--- src/rtl/branch_predictor_pkg.sv ---
// Shared constants for the branch predictor: opcode decode, counter
// initial/threshold values and miss-policy encodings.
package branch_predictor_pkg;

  // RISC-V conditional branch (B-type) major opcode
  localparam logic [6:0] B_OPCODE = 7'b1100011;

  // Prediction used when a B-type lookup misses the table
  localparam int MISS_NOT_TAKEN = 0;
  localparam int MISS_BTFN      = 1;

  // Weakly-taken value: the smallest counter value whose MSB is set
  function automatic int cnt_weak_taken(input int w);
    return 1 << (w - 1);
  endfunction

  // Weakly-not-taken value: one below the taken threshold; also the reset value
  function automatic int cnt_weak_not_taken(input int w);
    return (1 << (w - 1)) - 1;
  endfunction

endpackage

--- src/rtl/branch_predictor_if.sv ---
// Fetch/execute-side bundle of the branch predictor. The master side is the
// pipeline (drives lookups and resolved outcomes), the slave side the predictor.
interface branch_predictor_if #(
  parameter int ADDR_W = 32
);
  logic              lookup_valid_i;
  logic [ADDR_W-1:0] lookup_pc_i;
  logic [31:0]       lookup_inst_i;
  logic              hold_i;
  logic              upd_valid_i;
  logic [ADDR_W-1:0] upd_pc_i;
  logic              upd_taken_i;
  logic              upd_mispredict_i;
  logic              flush_i;
  logic              pred_taken_o;
  logic [ADDR_W-1:0] pred_target_o;
  logic              pred_hit_o;
  logic [31:0]       stat_lookups_o;
  logic [31:0]       stat_mispred_o;

  modport master (
    output lookup_valid_i, lookup_pc_i, lookup_inst_i, hold_i,
           upd_valid_i, upd_pc_i, upd_taken_i, upd_mispredict_i, flush_i,
    input  pred_taken_o, pred_target_o, pred_hit_o,
           stat_lookups_o, stat_mispred_o
  );

  modport slave (
    input  lookup_valid_i, lookup_pc_i, lookup_inst_i, hold_i,
           upd_valid_i, upd_pc_i, upd_taken_i, upd_mispredict_i, flush_i,
    output pred_taken_o, pred_target_o, pred_hit_o,
           stat_lookups_o, stat_mispred_o
  );
endinterface

--- src/rtl/bp_sat_cnt.sv ---
// Up/down saturating counter with parallel load; one per history entry.
module bp_sat_cnt
  import branch_predictor_pkg::*;
#(
  parameter int W = 2
) (
  input  logic         clk,
  input  logic         rst_n,
  input  logic         load,
  input  logic [W-1:0] load_val,
  input  logic         inc,
  input  logic         dec,
  output logic [W-1:0] cnt
);

  localparam logic [W-1:0] CNT_MAX  = '1;
  localparam logic [W-1:0] CNT_INIT = W'(cnt_weak_not_taken(W));

  // Load takes precedence; otherwise step toward taken/not-taken and stick at the ends
  always_ff @(posedge clk or negedge rst_n) begin
    if (!rst_n) begin
      cnt <= CNT_INIT;
    end else if (load) begin
      cnt <= load_val;
    end else if (inc && (cnt != CNT_MAX)) begin
      cnt <= cnt + 1'b1;
    end else if (dec && (cnt != '0)) begin
      cnt <= cnt - 1'b1;
    end
  end

endmodule

--- src/rtl/branch_predictor.sv ---
// Fully-associative branch history table with saturating counters,
// round-robin replacement and free-running lookup/mispredict statistics.
module branch_predictor
  import branch_predictor_pkg::*;
#(
  parameter int ENTRIES     = 8,
  parameter int ADDR_W      = 32,
  parameter int CNT_W       = 2,
  parameter int MISS_POLICY = 0
) (
  input logic               clk,
  input logic               rst_n,
  branch_predictor_if.slave bp
);

  localparam int IDX_W = $clog2(ENTRIES);
  localparam logic [CNT_W-1:0] CNT_TAKEN     = CNT_W'(cnt_weak_taken(CNT_W));
  localparam logic [CNT_W-1:0] CNT_NOT_TAKEN = CNT_W'(cnt_weak_not_taken(CNT_W));
  localparam logic [IDX_W-1:0] IDX_LAST      = IDX_W'(ENTRIES - 1);

  logic [ENTRIES-1:0] valid;
  logic [ADDR_W-1:0]  tag [ENTRIES];
  logic [CNT_W-1:0]   cnt [ENTRIES];
  logic [IDX_W-1:0]   rp;

  logic               is_b;
  logic [12:0]        imm13;
  logic [ADDR_W-1:0]  imm_b;
  logic [ENTRIES-1:0] lk_match;
  logic [ENTRIES-1:0] up_match;
  logic [IDX_W-1:0]   lk_idx;
  logic               lk_any;
  logic               up_hit;
  logic               do_update;
  logic               do_alloc;
  logic [ENTRIES-1:0] ent_load;
  logic [ENTRIES-1:0] ent_inc;
  logic [ENTRIES-1:0] ent_dec;
  logic [CNT_W-1:0]   alloc_val;
  logic               count_lookup;
  logic               count_mispred;
  logic [31:0]        stat_lookups;
  logic [31:0]        stat_mispred;

  // Decode the fetched word: B-type detection and sign-extended branch offset
  always_comb begin
    is_b  = (bp.lookup_inst_i[6:0] == B_OPCODE);
    imm13 = {bp.lookup_inst_i[31], bp.lookup_inst_i[7],
             bp.lookup_inst_i[30:25], bp.lookup_inst_i[11:8], 1'b0};
    imm_b = ADDR_W'($signed(imm13));
  end

  assign bp.pred_target_o = bp.lookup_pc_i + imm_b;

  // One-hot tag compare for both the lookup port and the update port
  always_comb begin
    lk_match = '0;
    up_match = '0;
    for (int i = 0; i < ENTRIES; i++) begin
      lk_match[i] = valid[i] && (tag[i] == bp.lookup_pc_i);
      up_match[i] = valid[i] && (tag[i] == bp.upd_pc_i);
    end
  end

  // OR-based binary encoder; allocation only on miss keeps the match vector one-hot
  always_comb begin
    lk_idx = '0;
    for (int i = 0; i < ENTRIES; i++) begin
      if (lk_match[i]) begin
        lk_idx = lk_idx | IDX_W'(i);
      end
    end
  end

  assign lk_any = |lk_match;
  assign up_hit = |up_match;

  // Prediction from pre-update table state; misses fall back to the static policy
  always_comb begin
    bp.pred_hit_o   = 1'b0;
    bp.pred_taken_o = 1'b0;
    if (bp.lookup_valid_i && is_b) begin
      bp.pred_hit_o = lk_any;
      if (lk_any) begin
        bp.pred_taken_o = cnt[lk_idx][CNT_W-1];
      end else if (MISS_POLICY == MISS_NOT_TAKEN) begin
        bp.pred_taken_o = 1'b0;
      end else begin
        bp.pred_taken_o = imm_b[ADDR_W-1];
      end
    end
  end

  // Per-entry counter controls; a flush suppresses any same-cycle update
  always_comb begin
    do_update = bp.upd_valid_i && !bp.flush_i;
    do_alloc  = do_update && !up_hit;
    alloc_val = bp.upd_taken_i ? CNT_TAKEN : CNT_NOT_TAKEN;
    ent_load  = '0;
    ent_inc   = '0;
    ent_dec   = '0;
    for (int i = 0; i < ENTRIES; i++) begin
      ent_load[i] = do_alloc && (rp == IDX_W'(i));
      ent_inc[i]  = do_update && up_match[i] && bp.upd_taken_i;
      ent_dec[i]  = do_update && up_match[i] && !bp.upd_taken_i;
    end
  end

  for (genvar g = 0; g < ENTRIES; g++) begin : g_entry
    bp_sat_cnt #(
      .W (CNT_W)
    ) u_cnt (
      .clk      (clk),
      .rst_n    (rst_n),
      .load     (ent_load[g]),
      .load_val (alloc_val),
      .inc      (ent_inc[g]),
      .dec      (ent_dec[g]),
      .cnt      (cnt[g])
    );
  end

  // Valid bits, tags and replacement pointer; flush drops every entry and rewinds rp
  always_ff @(posedge clk or negedge rst_n) begin
    if (!rst_n) begin
      valid <= '0;
      rp    <= '0;
      for (int i = 0; i < ENTRIES; i++) begin
        tag[i] <= '0;
      end
    end else if (bp.flush_i) begin
      valid <= '0;
      rp    <= '0;
    end else if (do_alloc) begin
      valid[rp] <= 1'b1;
      tag[rp]   <= bp.upd_pc_i;
      rp        <= (rp == IDX_LAST) ? '0 : rp + 1'b1;
    end
  end

  assign count_lookup  = bp.lookup_valid_i && is_b && !bp.hold_i;
  assign count_mispred = bp.upd_valid_i && bp.upd_mispredict_i;

  // Saturating statistics; intentionally untouched by flush
  always_ff @(posedge clk or negedge rst_n) begin
    if (!rst_n) begin
      stat_lookups <= '0;
      stat_mispred <= '0;
    end else begin
      if (count_lookup && (stat_lookups != 32'hFFFF_FFFF)) begin
        stat_lookups <= stat_lookups + 32'd1;
      end
      if (count_mispred && (stat_mispred != 32'hFFFF_FFFF)) begin
        stat_mispred <= stat_mispred + 32'd1;
      end
    end
  end

  assign bp.stat_lookups_o = stat_lookups;
  assign bp.stat_mispred_o = stat_mispred;

endmodule

--- src/flat_wrapper.sv ---
// flat-port wrapper written by rule: the top's interface ports become plain ports
module branch_predictor_flat import branch_predictor_pkg::*;
#(
  parameter int ENTRIES     = 8,
  parameter int ADDR_W      = 32,
  parameter int CNT_W       = 2,
  parameter int MISS_POLICY = 0
)
  (clk, rst_n, bp_lookup_valid_i, bp_lookup_pc_i, bp_lookup_inst_i, bp_hold_i, bp_upd_valid_i, bp_upd_pc_i, bp_upd_taken_i, bp_upd_mispredict_i, bp_flush_i, bp_pred_taken_o, bp_pred_target_o, bp_pred_hit_o, bp_stat_lookups_o, bp_stat_mispred_o);
  branch_predictor_if #(.ADDR_W(ADDR_W)) bp_i ();
  input logic clk;
  input logic rst_n;
  input wire logic [$bits(bp_i.lookup_valid_i)-1:0] bp_lookup_valid_i;
  input wire logic [$bits(bp_i.lookup_pc_i)-1:0] bp_lookup_pc_i;
  input wire logic [$bits(bp_i.lookup_inst_i)-1:0] bp_lookup_inst_i;
  input wire logic [$bits(bp_i.hold_i)-1:0] bp_hold_i;
  input wire logic [$bits(bp_i.upd_valid_i)-1:0] bp_upd_valid_i;
  input wire logic [$bits(bp_i.upd_pc_i)-1:0] bp_upd_pc_i;
  input wire logic [$bits(bp_i.upd_taken_i)-1:0] bp_upd_taken_i;
  input wire logic [$bits(bp_i.upd_mispredict_i)-1:0] bp_upd_mispredict_i;
  input wire logic [$bits(bp_i.flush_i)-1:0] bp_flush_i;
  output wire logic [$bits(bp_i.pred_taken_o)-1:0] bp_pred_taken_o;
  output wire logic [$bits(bp_i.pred_target_o)-1:0] bp_pred_target_o;
  output wire logic [$bits(bp_i.pred_hit_o)-1:0] bp_pred_hit_o;
  output wire logic [$bits(bp_i.stat_lookups_o)-1:0] bp_stat_lookups_o;
  output wire logic [$bits(bp_i.stat_mispred_o)-1:0] bp_stat_mispred_o;
  assign bp_i.lookup_valid_i = bp_lookup_valid_i;
  assign bp_i.lookup_pc_i = bp_lookup_pc_i;
  assign bp_i.lookup_inst_i = bp_lookup_inst_i;
  assign bp_i.hold_i = bp_hold_i;
  assign bp_i.upd_valid_i = bp_upd_valid_i;
  assign bp_i.upd_pc_i = bp_upd_pc_i;
  assign bp_i.upd_taken_i = bp_upd_taken_i;
  assign bp_i.upd_mispredict_i = bp_upd_mispredict_i;
  assign bp_i.flush_i = bp_flush_i;
  assign bp_pred_taken_o = bp_i.pred_taken_o;
  assign bp_pred_target_o = bp_i.pred_target_o;
  assign bp_pred_hit_o = bp_i.pred_hit_o;
  assign bp_stat_lookups_o = bp_i.stat_lookups_o;
  assign bp_stat_mispred_o = bp_i.stat_mispred_o;
  branch_predictor #(.ENTRIES(ENTRIES), .ADDR_W(ADDR_W), .CNT_W(CNT_W), .MISS_POLICY(MISS_POLICY)) u_core (.clk(clk), .rst_n(rst_n), .bp(bp_i));
endmodule
--- config.mk ---
export PLATFORM = sky130hd
export DESIGN_NAME = branch_predictor_flat
export DESIGN_NICKNAME = d
export VERILOG_FILES = /design/src/rtl/branch_predictor_pkg.sv /design/src/rtl/branch_predictor_if.sv /design/src/rtl/bp_sat_cnt.sv /design/src/rtl/branch_predictor.sv /design/src/flat_wrapper.sv
export SDC_FILE = /design/constraint.sdc
export NUM_CORES = 1
export LEC_CHECK = 0
export CAP_MARGIN = 25
export CORE_MARGIN = 4
export CORE_UTILIZATION = 40
export CTS_CLUSTER_DIAMETER = 50
export DETAILED_ROUTE_END_ITERATION = 10
export PLACE_DENSITY_LB_ADDON = 0.3
export SYNTH_ARGS = -nofsm -noshare
export SYNTH_HDL_FRONTEND = slang
export SYNTH_SLANG_ARGS = --single-unit
--- constraint.sdc ---
create_clock -name clk -period 8.5 [get_ports clk]
set_input_delay 2.55 -clock clk [delete_from_list [all_inputs] [get_ports clk]]
set_output_delay 2.55 -clock clk [all_outputs]
set_load 0.02 [all_outputs]
==> summary.txt, run 1 <==
Route
  – Number of vias per cell after detailed routing: 5.51
  – Initial drt markers: 1,289
  – Remaining number of nets flagged by the antenna check after routing: 0
  – DR WL met2: 35,400 um
  – Number of remaining DRC errors: 0
  – Sum of met3 wire segment lengths after detailed routing: 5180 um
  – Post-DR wirelength/cell: 24.2 um
  – Total number of vias: 17,300
  – Highest metal layer with signal wires: met4
  – Detailed-route wire length: 75,700 um
  – Met1 layer wirelength in the final routing: 31,400 um
  – Number of optimization iterations in the first detailed-route pass: 5

Logic synthesis
  – Cell variety after synth: 77
  – Async set or reset register ratio after synthesis: 100%
  – Top cell types by occurrence after synthesis: 388 x sky130_fd_sc_hd__xnor2_1, 339 x sky130_fd_sc_hd__dfrtp_1, 194 x sky130_fd_sc_hd__xor2_1
  – Share of Yosys cell area claimed by the top area cell type: 38.2%
  – Gate count after technology mapping: 2,045
  – Flip-flop and latch count after synthesis: 347
  – Syn Nets: 2,188
  – Number of flops mapped to enable cells by yosys: 0
  – Most frequently used cell type in the post-synthesis netlist: sky130_fd_sc_hd__xnor2_1
  – Synthesized area: 0.0222 mm^2
  – Mean instance size in the synthesized netlist: 10.9 um^2
  – Leading post-synthesis cells by cell area: sky130_fd_sc_hd__dfrtp_1 38%, sky130_fd_sc_hd__xnor2_1 15%, sky130_fd_sc_hd__xor2_1 7.6%, sky130_fd_sc_hd__mux2_2 7.2%, sky130_fd_sc_hd__mux2_4 3.9%
  – Most area-hungry cell type in the Yosys netlist: sky130_fd_sc_hd__dfrtp_1
  – Part of the Yosys area used for sequential elements: 39.1%
  – Main synth FF type: sky130_fd_sc_hd__dfrtp_1
  – Synth warnings: 0

Critical path
  – Slowest-stage cell, CP: sky130_fd_sc_hd__or4_4
  – Capturing point of the worst reg2reg path: u_core.tag[222]
  – Source of the worst register-to-register timing path: u_core.tag[228]
  – Path depth of the worst reg2reg path: 10
  – Type of the setup path with the least slack: input port to primary output
  – Arrival time at the worst endpoint: 5820 ps
  – CP max FO: 4
  – Startpoint type of the worst setup path: input port
  – Cell-by-cell trace of the critical path: clkdlybuf4s50_1 > buf_12 > xor2_1 > nor4_2 > nand4_1 > or4_4 > buf_4 > o41ai_1 > buf_4 > o41a_1 > a21boi_0 > clkbuf_2
  – Kind of capture point of the worst setup path: primary output
  – Data required time at the worst endpoint: 5950 ps
  – Worst R2R Setup Slack: 4560 ps
  – Worst path most repeated cell: sky130_fd_sc_hd__buf_4
  – Worst stage delay on the critical path: 620 ps

Placement
  – GPL Wtd Cong: 0.952
  – Pre-CTS setup slack: -449 ps
  – Estimated wirelength of the detail-placed design: 55,500 um
  – Number of buffer cells added on primary ports: 188

Power and ir drop
  – Static leakage: 12.0 nW
  – Switching power total: 1.89 mW
  – Proportion of power drawn by flip-flops and latches: 38.7%
  – Combinational share of power: 26.4%
  – Clock power share: 34.9%
  – Sw frac: 31.6%
  – Internal power: 4.09 mW
  – Worst voltage drop across the vdd grid: 0.153 mV
  – Power density relative to cell area: 216 mW/mm^2

Floorplan
  – Die Span X: 244 um
  – Die boundary height: 244 um
  – Core region area: 0.0551 mm^2
  – Ports placed on the boundary: 202
  – Die Area: 0.0594 mm^2
  – Rows: 86
  – Starting density of the core: 40.4%

Timing
  – Period Utilization, post-route: 98.5%
  – Worst slew margin relative to its limit: 25.3%
  – Final setup fails: 0
  – Final hold violations: 0
  – Hold slack: 490 ps
  – Least-Margin Pin Slew: 1120 ps
  – Unrepaired setup endpoints after global routing: no
  – Final Critical Period: 8370 ps
  – Setup slack after layout: 130 ps
  – Peak Freq: 119 MHz
  – Layout Skew: 33.9 ps
  – Final max-slew violation count: 0

Outcome
  – Outcome: finished clean

CTS
  – Clock H-tree levels: 2
  – Clock tree from TritonCTS: done
  – Buffer cell driving the clock tree root: sky130_fd_sc_hd__clkbuf_16
  – Number of clock sinks: 347
  – CTS clock-pin slew for the worst setup and hold paths: 60 ps
  – Clk Latency, worst-skew pair: 600 ps
  – Number of buffers added by the clock tree synthesis step: 46
  – Max clock buf depth: 3

Flow run
  – Max-capacitance violation count: 0

Min path
  – Hold worst-path end: u_core.bp.stat_lookups_o[11]
  – Hold WC Path Type: flip-flop to flip-flop
  – Cells on Worst Hold Path: 1
  – Min-delay src: u_core.bp.stat_lookups_o[11]

Cells and area
  – Final-layout fill cell count: 5,029
  – Util after Layout: 50.2%
  – Number of nets in the final layout: 2,493
  – Layout overhead on the synthesized area: 24.4%
  – FF+latch area: 0.00869 mm^2
  – Footprint of the multi-input gates: 0.0125 mm^2
  – Fraction of layout instances using a drive strength above 1: 21.9%

Global route
  – Largest net degree at the start of global routing: 150
  – Remaining global-route overflow: 0
  – Number of antenna violations at the first check in global routing: 1
  – Vias in the first global route: 17,900
  – Overall Global Routing Usage: 25.0%
  – Global-route wire length before repair: 113,000 um
what timing repair did:
item                                    in CTS  in global routing
endpoints found under the setup margin       9                 10
gates resized for setup                     15                 21
hold buffers                                 0                  0
cloned                                       0                  0
pin swaps                                    1                  4
setup buffers                                0                  1
registers in the layout, indices dropped and copies added (netlist names):
register,flops
u_core.bp.stat_mispred_o,32
u_core.g_entry.u_cnt.cnt,16
u_core.valid,8
u_core.rp,3
u_core.bp.stat_lookups_o,32
u_core.tag,256
cells by family after synthesis:
kind of cell | synth area share (%)
flops | 39.1
fa+ha+maj | 2.23
xor+xnor | 22.9
compound gates | 5.52
mux | 14.3
buf+inv | 4.71
simple gates | 11.2
cells in the final DEF (no fill, tap or decap), types with 10 or more instances in the layout:
master                            synthesis  layout
sky130_fd_sc_hd__mux2_4                  58      58
sky130_fd_sc_hd__nor3_1                  22      22
sky130_fd_sc_hd__xor2_1                 194     194
sky130_fd_sc_hd__clkdlybuf4s50_1          0     172
sky130_fd_sc_hd__o21ai_0                 27      25
sky130_fd_sc_hd__nor2b_1                 12      12
sky130_fd_sc_hd__nand2_1                 58      58
sky130_fd_sc_hd__nand4_1                106     106
sky130_fd_sc_hd__mux2_1                  58      58
sky130_fd_sc_hd__dfrtp_1                339     339
sky130_fd_sc_hd__clkbuf_16                0      47
sky130_fd_sc_hd__ha_1                    38      38
sky130_fd_sc_hd__inv_1                   52      52
sky130_fd_sc_hd__xnor2_1                388     388
sky130_fd_sc_hd__nor4_1                  58      54
sky130_fd_sc_hd__a21oi_1                 45      45
sky130_fd_sc_hd__o22ai_1                 10      10
sky130_fd_sc_hd__buf_4                   11     186
sky130_fd_sc_hd__and2_1                  12      12
sky130_fd_sc_hd__nor2_1                  65      65
sky130_fd_sc_hd__mux2_2                 143     143
sky130_fd_sc_hd__o211ai_1                10      10
sky130_fd_sc_hd__and3_1                  18      18
sky130_fd_sc_hd__buf_12                   7      12
sky130_fd_sc_hd__nand3_1                 48      48
cell type report:
cell class              instances  share of cell area, %
well taps                     748                   3.39
clock buffers                  58                   4.58
repair buffers                393                   13.2
diodes                          1                0.00905
flip-flops and latches        347                   31.4
inverters                      55                  0.747
multi-input cells            1507                   45.4
clock inverters                26                   1.30
layer usage:
| metal | global-route usage [%] | vias to the layer above |
|---|---|---|
| li1 | - | 7759 |
| met1 | 32.2 | 8734 |
| met2 | 41.3 | 620 |
| met3 | 4.45 | 176 |
| met4 | 10.8 | 0 |
| met5 | 0 | - |
power by group through the flow:
stage / Clock (mW) / Sequential, mW / Combinational (mW)
finish: 2.09 / 2.31 / 1.58
global route: 2.18 / 2.35 / 1.70
CTS: 2.12 / 2.30 / 1.58
detailed placement: 0 / 2.33 / 1.57
global placement: 0 / 2.31 / 1.54
floorplan: 0 / 2.26 / 1.06
worst max-delay path by stage:
| stage | startpoint | end | cells after the start |
|---|---|---|---|
| finish | bp_lookup_pc_i[11] | bp_pred_taken_o | 12 |
| global route | bp_lookup_pc_i[9] | bp_pred_target_o[31] | 13 |
| CTS | bp_lookup_pc_i[9] | bp_pred_target_o[22] | 13 |
| detailed placement | bp_lookup_pc_i[2] | bp_pred_taken_o | 11 |
| global placement | bp_lookup_pc_i[2] | bp_pred_taken_o | 11 |
| floorplan | bp_lookup_inst_i[29] | bp_pred_target_o[29] | 8 |
critical path: cells and delay by family:
kind                   cells  cell delay, ps
AO/OA/AOI/OAI              3             550
buffers and inverters      5            1340
XOR/XNOR                   1             140
AND/OR/NAND/NOR            3            1230
through the flow:
stage | cells | setup TNS, ps | total power, mW | cell area [um^2]
6_report | 3135 | 0 | 5.98 | 27600
5_1_grt | 3135 | 0 | 6.23 | 27600
4_1_cts | 3131 | 0 | 6.00 | 27600
3_5_place_dp | 3047 | -1330 | 3.90 | 25900
3_3_place_gp | 3044 | -1280 | 3.85 | 25900
2_1_floorplan | 2045 | 0 | 3.32 | 22200
No activity file was read; power rests on OpenSTA's default activity.
==> run 2, diff against run 1 <==
==> constraint.sdc (replaced) <==
create_clock -name clk -period 8.5 [get_ports clk]
set_input_delay 1.7 -clock clk [delete_from_list [all_inputs] [get_ports clk]]
set_output_delay 1.7 -clock clk [all_outputs]
set_load 0.02 [all_outputs]
==> summary.txt, run 2 (synthesis gave the netlist of run 1 again) <==
Power and ir drop
  – Sw frac: 31.2%
  – Combinational share of power: 25.5%
  – Internal power: 4.06 mW
  – Proportion of power drawn by flip-flops and latches: 39.1%
  – Worst voltage drop across the vdd grid: 0.169 mV
  – Static leakage: 11.3 nW
  – Power density relative to cell area: 222 mW/mm^2
  – Clock power share: 35.4%
  – Post-layout total power: 5.90 mW
  – Switching power total: 1.84 mW

Outcome
  – Outcome: finished clean

Timing
  – Final hold violations: 0
  – Final Critical Period: 7670 ps
  – Peak Freq: 130 MHz
  – Worst slew margin relative to its limit: 25.2%
  – Hold slack: 491 ps
  – Layout Skew: 32.9 ps
  – Unrepaired setup endpoints after global routing: no
  – Setup TNS Final: 0 ps
  – Final max-slew violation count: 0
  – Period Utilization, post-route: 90.3%
  – Least-Margin Pin Slew: 1120 ps
  – Final setup fails: 0

Floorplan
  – Die boundary height: 244 um
  – Starting density of the core: 40.4%
  – Rows: 86
  – Core region area: 0.0551 mm^2
  – Die Span X: 244 um
  – Ports placed on the boundary: 202
  – Die Area: 0.0594 mm^2

Route
  – Met1 layer wirelength in the final routing: 30,300 um
  – Sum of met3 wire segment lengths after detailed routing: 5930 um
  – Highest metal layer with signal wires: met4
  – Total number of vias: 16,900
  – Detailed-route wire length: 73,900 um
  – Number of vias per cell after detailed routing: 5.61
  – Initial drt markers: 1,442
  – Remaining number of nets flagged by the antenna check after routing: 0
  – Number of optimization iterations in the first detailed-route pass: 5
  – DR WL met2: 33,900 um
  – Number of remaining DRC errors: 0
  – Post-DR wirelength/cell: 24.5 um

Min path
  – Hold WC Path Type: flip-flop to flip-flop

Cells and area
  – Most common cell after layout, fill and taps aside: sky130_fd_sc_hd__xnor2_1
  – Fraction of layout instances using a drive strength above 1: 17.5%
  – Number of nets in the final layout: 2,376
  – Largest register by flop count: u_core.tag
  – Layout overhead on the synthesized area: 19.6%
  – Leading cell types in the layout, fill and taps excluded: 388 x sky130_fd_sc_hd__xnor2_1, 339 x sky130_fd_sc_hd__dfrtp_1, 194 x sky130_fd_sc_hd__xor2_1
  – Number of flip-flops in the largest register: 256
  – Non-filler instance count after layout: 3,020

Critical path
  – Source of the worst register-to-register timing path: u_core.tag[18]
  – Type of the setup path with the least slack: input port to primary output
  – Arrival time at the worst endpoint: 5970 ps
  – Cell-by-cell trace of the critical path: clkdlybuf4s50_1 > xor2_1 > nor4_1 > nand4_1 > or4_1 > nand4_1 > mux2i_1 > o211ai_1 > a21boi_0 > clkdlybuf4s50_1
  – Slowest-stage cell, CP: sky130_fd_sc_hd__clkdlybuf4s50_1
  – Worst R2R Setup Slack: 4630 ps
  – End point of the critical path: bp_pred_taken_o
  – Path depth of the worst reg2reg path: 9
  – Capturing point of the worst reg2reg path: u_core.tag[210]
  – Kind of cell adding the most delay to the critical path: simple AND/OR/NAND/NOR gates
  – Kind of capture point of the worst setup path: primary output
  – Count of cell instances traversed by the critical path: 10
  – Crit path launch: bp_lookup_pc_i[21]
  – Data required time at the worst endpoint: 6800 ps
  – Combined buffer and inverter count along the critical path: 2
  – Startpoint type of the worst setup path: input port
  – CP max FO: 7
  – Worst stage delay on the critical path: 880 ps

Placement
  – Number of buffer cells added on primary ports: 188
  – GPL Wtd Cong: 0.932
  – Cell total after placement: 2,931
  – Estimated wirelength of the detail-placed design: 52,000 um

Global route
  – Number of antenna violations at the first check in global routing: 1
  – Remaining global-route overflow: 0
  – Global-route wire length before repair: 110,000 um
  – Largest net degree at the start of global routing: 115
  – Vias in the first global route: 16,900
  – Overall Global Routing Usage: 24.2%

CTS
  – Buffer cell driving the clock tree root: sky130_fd_sc_hd__clkbuf_16
  – Clock H-tree levels: 2
  – Number of clock sinks: 347
  – Max clock buf depth: 3
  – Hold buffer count at CTS: 0
  – Post-CTS Setup Inserts: 0
  – Number of buffers added by the clock tree synthesis step: 46
  – Clk Latency, worst-skew pair: 600 ps
  – Number of cells upsized or downsized after cts: 0
  – CTS clock-pin slew for the worst setup and hold paths: 60 ps
  – Clock tree from TritonCTS: done

Flow run
  – Max-capacitance violation count: 0
==> run 2: cell count changes in the layout (fill, tap and decap cells not counted), sizes merged, moves of 2 or more <==
cell           change
buf              -117
clkbuf             +2
clkdlybuf4s50     +15
clkinv             -3
clkinvlp           +2
dlygate4sd2        -5
dlymetal6s2s       -6
==> run 2: worst register-to-register path, stage by stage, from the launching register on <==
cell and delay [ps]:
sky130_fd_sc_hd__dfrtp_1 400, sky130_fd_sc_hd__xor2_1 190, sky130_fd_sc_hd__nor4_1 80, sky130_fd_sc_hd__and3_1 160, sky130_fd_sc_hd__nand3_1 330, sky130_fd_sc_hd__and4_1 440
sky130_fd_sc_hd__and3_1 480, sky130_fd_sc_hd__buf_4 330, sky130_fd_sc_hd__nand4_4 720, sky130_fd_sc_hd__mux2_4 620
==> run 2: power by group through the flow <==
stage	combinational (mW)	sequential, mW	clock, mW
after floorplan	1.06	2.26	0
after global placement	1.47	2.31	0
after detailed placement	1.49	2.32	0
after CTS	1.50	2.30	2.13
after global routing	1.63	2.34	2.20
final	1.50	2.31	2.09
==> run 2: metrics by stage <==
| stage | instance area [um^2] | worst slack (ps) | utilization [%] |
|---|---|---|---|
| global route | 26600 | 661 | 48.2 |
| finish | 26600 | 828 | 48.2 |
| detailed placement | 24900 | 805 | 45.2 |
| floorplan | 22200 | 2230 | - |
| CTS | 26500 | 790 | 48.2 |
| global placement | 24800 | 824 | 45.1 |
==> run 2: layout make-up <==
class | count | area (um^2)
inverters | 55 | 206
fillers | 5104 | 28500
repair buffers | 276 | 2590
clock inverters | 23 | 317
well taps | 748 | 936
flip-flops and latches | 347 | 8690
clock buffers | 63 | 1340
multi-input cells | 1507 | 12500
diodes | 1 | 2.50
==> run 2: layer usage <==
metal,up-vias,GRT usage [%]
met5,-,0
met4,0,10.5
met3,165,4.18
met2,656,38.9
met1,8613,32.4
li1,7509,-
==> run 2: worst min path at each step <==
| stage | from | endpoint | slack [ps] | cells after the start |
|---|---|---|---|---|
| 5_1_grt | u_core.bp.stat_mispred_o[19] | u_core.bp.stat_mispred_o[19] | 510 | 1 |
| 6_report | u_core.bp.stat_lookups_o[11] | u_core.bp.stat_lookups_o[11] | 490 | 1 |
| 4_1_cts | u_core.bp.stat_mispred_o[21] | u_core.bp.stat_mispred_o[21] | 500 | 1 |
| 2_1_floorplan | u_core.valid[1] | u_core.valid[1] | 490 | 2 |
| 3_3_place_gp | u_core.bp.stat_mispred_o[21] | u_core.bp.stat_mispred_o[21] | 480 | 1 |
| 3_5_place_dp | u_core.bp.stat_mispred_o[21] | u_core.bp.stat_mispred_o[21] | 480 | 1 |
